## src/rtl/ram_port_arbiter.sv

```systemverilog
// Single-owner req/ack arbiter in front of a single-port RAM (registered address/data/wren).
// Define ARB_WR_PRIORITY_EN for fixed write priority; otherwise ties alternate round-robin.
module ram_port_arbiter #(
   parameter int ADDR_W = 16,
   parameter int DATA_W = 32,
   parameter int RD_LAT = 1
) (
   input  logic              clk,
   input  logic              reset,
   input  logic              wr_req,
   input  logic [ADDR_W-1:0] wr_addr,
   input  logic [DATA_W-1:0] wr_data,
   output logic              wr_ack,
   input  logic              rd_req,
   input  logic [ADDR_W-1:0] rd_addr,
   output logic              rd_ack,
   output logic [DATA_W-1:0] rd_data,
   output logic [ADDR_W-1:0] ram_address,
   output logic [DATA_W-1:0] ram_data,
   output logic              ram_wren,
   input  logic [DATA_W-1:0] ram_q,
   output logic              busy
);

   typedef enum logic [1:0] {IDLE, WRITE, READ, ACK} state_t;
   typedef enum logic {GRANT_READ, GRANT_WRITE} grant_t;

   // READ lasts RD_LAT+1 cycles: the counter runs 0..RD_LAT and ram_q is captured on the last edge.
   localparam logic [1:0] LAST_WAIT = 2'(RD_LAT);

   state_t              state_q, state_d;
   grant_t              lastGrant_q, lastGrant_d;
   logic [1:0]          waitCnt_q, waitCnt_d;
   logic [ADDR_W-1:0]   ramAddress_q, ramAddress_d;
   logic [DATA_W-1:0]   ramData_q, ramData_d;
   logic                ramWren_q, ramWren_d;
   logic                wrAck_q, wrAck_d;
   logic                rdAck_q, rdAck_d;
   logic [DATA_W-1:0]   rdData_q, rdData_d;
   logic                grantWrite;
   logic                grantRead;

   always_comb begin
`ifdef ARB_WR_PRIORITY_EN
      grantWrite = wr_req;
`else
      grantWrite = wr_req && (!rd_req || (lastGrant_q == GRANT_READ));
`endif
      grantRead = rd_req && !grantWrite;
   end

   always_comb begin
      state_d      = state_q;
      lastGrant_d  = lastGrant_q;
      waitCnt_d    = waitCnt_q;
      ramAddress_d = ramAddress_q;
      ramData_d    = ramData_q;
      ramWren_d    = 1'b0;
      wrAck_d      = 1'b0;
      rdAck_d      = 1'b0;
      rdData_d     = rdData_q;
      case (state_q)
         IDLE: begin
            if (grantWrite) begin
               ramAddress_d = wr_addr;
               ramData_d    = wr_data;
               ramWren_d    = 1'b1;
               lastGrant_d  = GRANT_WRITE;
               state_d      = WRITE;
            end else if (grantRead) begin
               ramAddress_d = rd_addr;
               waitCnt_d    = 2'd0;
               lastGrant_d  = GRANT_READ;
               state_d      = READ;
            end
         end
         WRITE: begin
            wrAck_d = 1'b1;
            state_d = ACK;
         end
         READ: begin
            if (waitCnt_q == LAST_WAIT) begin
               rdData_d = ram_q;
               rdAck_d  = 1'b1;
               state_d  = ACK;
            end else begin
               waitCnt_d = waitCnt_q + 2'd1;
            end
         end
         // No arbitration here, so the requester has one edge to drop req after seeing its ack.
         ACK: begin
            state_d = IDLE;
         end
         default: begin
            state_d = IDLE;
         end
      endcase
   end

   always_ff @(posedge clk) begin
      if (!reset) begin
         state_q      <= IDLE;
         lastGrant_q  <= GRANT_READ;
         waitCnt_q    <= 2'd0;
         ramAddress_q <= '0;
         ramData_q    <= '0;
         ramWren_q    <= 1'b0;
         wrAck_q      <= 1'b0;
         rdAck_q      <= 1'b0;
         rdData_q     <= '0;
      end else begin
         state_q      <= state_d;
         lastGrant_q  <= lastGrant_d;
         waitCnt_q    <= waitCnt_d;
         ramAddress_q <= ramAddress_d;
         ramData_q    <= ramData_d;
         ramWren_q    <= ramWren_d;
         wrAck_q      <= wrAck_d;
         rdAck_q      <= rdAck_d;
         rdData_q     <= rdData_d;
      end
   end

   assign wr_ack      = wrAck_q;
   assign rd_ack      = rdAck_q;
   assign rd_data     = rdData_q;
   assign ram_address = ramAddress_q;
   assign ram_data    = ramData_q;
   assign ram_wren    = ramWren_q;
   assign busy        = (state_q != IDLE);

endmodule

```

## config.mk

```make
export PLATFORM = sky130hd
export DESIGN_NAME = ram_port_arbiter
export DESIGN_NICKNAME = d
export VERILOG_FILES = /design/src/rtl/ram_port_arbiter.sv
export SDC_FILE = /design/constraint.sdc
export NUM_CORES = 1
export LEC_CHECK = 0
export BUFFER_PORTS_ARGS = -buffer_cell sky130_fd_sc_hd__buf_2
export CELL_PAD_IN_SITES_DETAIL_PLACEMENT = 1
export CELL_PAD_IN_SITES_GLOBAL_PLACEMENT = 1
export CORE_MARGIN = 8
export CORE_UTILIZATION = 33
export DETAILED_ROUTE_END_ITERATION = 8
export PLACE_DENSITY = 0.89
export SYNTH_ARGS = -nofsm -noshare
export SYNTH_HDL_FRONTEND = slang
export SYNTH_SLANG_ARGS = --single-unit
```

## constraint.sdc

```tcl
create_clock -name clk -period 4.3 [get_ports clk]
set_input_delay 0.215 -clock clk [delete_from_list [all_inputs] [get_ports clk]]
set_output_delay 0.215 -clock clk [all_outputs]
set_load 0.005 [all_outputs]
```

==> impl_metrics.py <==
metrics = {
    "timing": {
        "hold_viol_final": 0,
        "fmax_mhz": 436,
        "setup_tns_ns": 0,
        "finalCriticalPeriod_ns": 2.29,
        "tightest_slew_ns": 1.18,
        "drv_slew": 0,
        "rsz0062_at_grt": "no",
        "fin_crit_sh_pct": 53.3,
        "fin_skew_ns": 0.0141,
        "finalWorstSetupSlack_ns": 2.01,
        "setup_viol": 0,
        "slew-limit-headroom_pct": 21.2,
    },
    "die": {
        "row_count": 37,
        "die_width_um": 118,
        "die_area_um2": 14000,
        "die_h_um": 118,
        "io_pins": 184,
        "core_um2": 10200,
        "initial_core_util_pct": 33.7,
    },
    "detailed_routing": {
        "drtPass1Iterations": 5,
        "post_drt_wl_per_cell_um": 16.8,
        "via_count": 3631,
        "drt_iter0_drc": 141,
        "viasPerCell": 5.00,
        "drcViolationCount": 0,
        "ant_nets": 0,
        "drt-total-wl_mm": 12.2,
    },
    "yosys": {
        "yosys_most_used_dff": "dfxtp_1",
        "avgSynthCellArea_um2": 8.08,
        "synthArstFlopShare_pct": 0,
        "synth-seq-area-share_pct": 51.2,
        "synth_nets": 530,
        "synth_edf_count": 0,
        "synth.distinct_cells": 31,
        "syn_area_um2": 3440,
        "synth_seq_cells": 88,
        "yosys_warnings": 0,
        "synthCells": 426,
    },
    "pwr": {
        "leakage_uw": 0.00209,
        "p_per_area_nw_per_um2": 523,
        "ir_drop_mv": 0.200,
    },
    "clocking": {
        "numCtsBuffers": 9,
        "worstSkewPairLatency_ns": 0.36,
        "cts_root_buf": "clkbuf_8",
        "cts_setup_buffers": 0,
        "htree_levels": 3,
        "cts_sinks": 88,
        "hold_buffers": 0,
        "cts_tree": "done",
        "clockBufferDepth": 2,
        "ctsResizeCount": 0,
        "clkSlewWorstSetupHoldPaths_ns": 0.10,
    },
    "place": {
        "portBuffers": 183,
        "dpl.hpwl_mm": 8.94,
        "routabilityCongestion": 0.730,
        "dpl.cell_count": 710,
        "post-place-ws_ns": 2.13,
    },
    "cells_and_area": {
        "multi_input_area_um2": 1460,
        "final_common_cell": "buf_2",
        "drive_gt1_share_pct": 35.1,
        "antennaDiodeCount": 0,
        "instances_no_fill": 726,
        "area_growth_pct": 33.2,
        "final_nets": 689,
        "regArea_um2": 1760,
        "fill_cells": 1309,
        "final_cell_mix": "buf_2 (183), nand2_1 (100), dfxtp_1 (88)",
    },
    "setup_path": {
        "critPathLaunchType": "flop",
        "cp_max_fo": 33,
        "crit_type": "reg -> out",
        "required_ns": 4.09,
        "arrival_ns": 2.08,
        "end_kind": "primary output",
    },
    "global_routing": {
        "grt_pass1_wl_mm": 19.7,
        "grt_pass1_vias": 3937,
        "grt_use_total_pct": 16.9,
        "antenna_found_initial": 0,
        "grt_max_degree": 71,
        "grt-ovfl-total": 0,
    },
    "outcome": {
        "status": "finished, final reports clean",
    },
    "flow_run": {
        "cap_violations": 0,
    },
    "hold_path": {
        "hp-class": "in -> reg",
    },
}
[power by group]
| part | internal [uW] | switching [uW] |
|---|---|---|
| Combinational | 272 | 465 |
| Sequential | 947 | 65.6 |
| Clock | 346 | 303 |
| Total | 1570 | 834 |
[cells by family after synthesis]
| group | count (synthesis) | share of synthesized area, % |
|---|---|---|
| adders and majority gates | 4 | 1.45 |
| DFF | 88 | 51.2 |
| and+or+nand+nor | 145 | 17.7 |
| AOI/OAI and AO/OA | 144 | 23.0 |
| muxes | 1 | 0.327 |
| buffers and inverters | 44 | 6.32 |
[worst max-delay path: stages (launching register included)]
cell and delay, ns:
dfxtp_1 0.36, inv_1 0.07, ha_1 0.33, inv_1 0.71, buf_2 0.25
[Yosys cell counts (4+ instances only)]
library cell / number / area, um^2
dfxtp_1: 88 / 1760
buf_2: 12 / 60.1
o21ai_0: 51 / 255
nor2_1: 5 / 18.8
clkbuf_1: 20 / 75.1
ha_1: 4 / 50.1
nand2_1: 100 / 375
a31oi_1: 16 / 100
a21oi_1: 66 / 330
buf_6: 4 / 45.0
nand3_1: 32 / 160
inv_1: 5 / 18.8
[path summary, 6_finish.rpt]
path / startpoint / endpoint / slack [ns] / cells past startpoint
setup / recovery: state_q[0] / busy / 2.01 / 4
hold / removal: ram_q[25] / rd_data[25] / 0.09 / 3
setup reg to reg: state_q[0] / waitCnt_q[0] / 2.16 / 5
hold reg to reg: rd_data[1] / rd_data[1] / 0.46 / 2
[layer usage]
layer	global-route usage, %	share of wire (%)
met1	17.8	41
met2	30.6	50
met3	5.38	7.1
met4	6.89	2.0
met5	0	0
[flip-flops by register name (all words and copies together), names as in the netlist]
name,flops
rd_ack,1
state_q,2
waitCnt_q,2
lastGrant_q,1
wr_ack,1
ram_address,16
rd_data,32
ram_data,32
ram_wren,1
[metrics by stage]
stage	utilization, %	total power [uW]	cell area (um^2)	hold slack, ns
detailed placement	42.6	1780	4360	0.449
global placement	42.6	1730	4360	0.440
global route	44.8	2560	4590	0.0761
CTS	44.8	2440	4590	0.0710
floorplan	-	1490	3440	0.351
finish	44.8	2400	4590	0.0902
[cell type report]
type | count | area share, %
Clock buffer | 10 | 3.00
Inverter | 6 | 0.491
Timing Repair Buffer | 186 | 20.5
Tap cell | 136 | 3.71
Multi-Input combinational cell | 294 | 31.9
Sequential cell | 88 | 38.4
Clock inverter | 6 | 1.99
No activity file was read; power rests on OpenSTA's default activity.
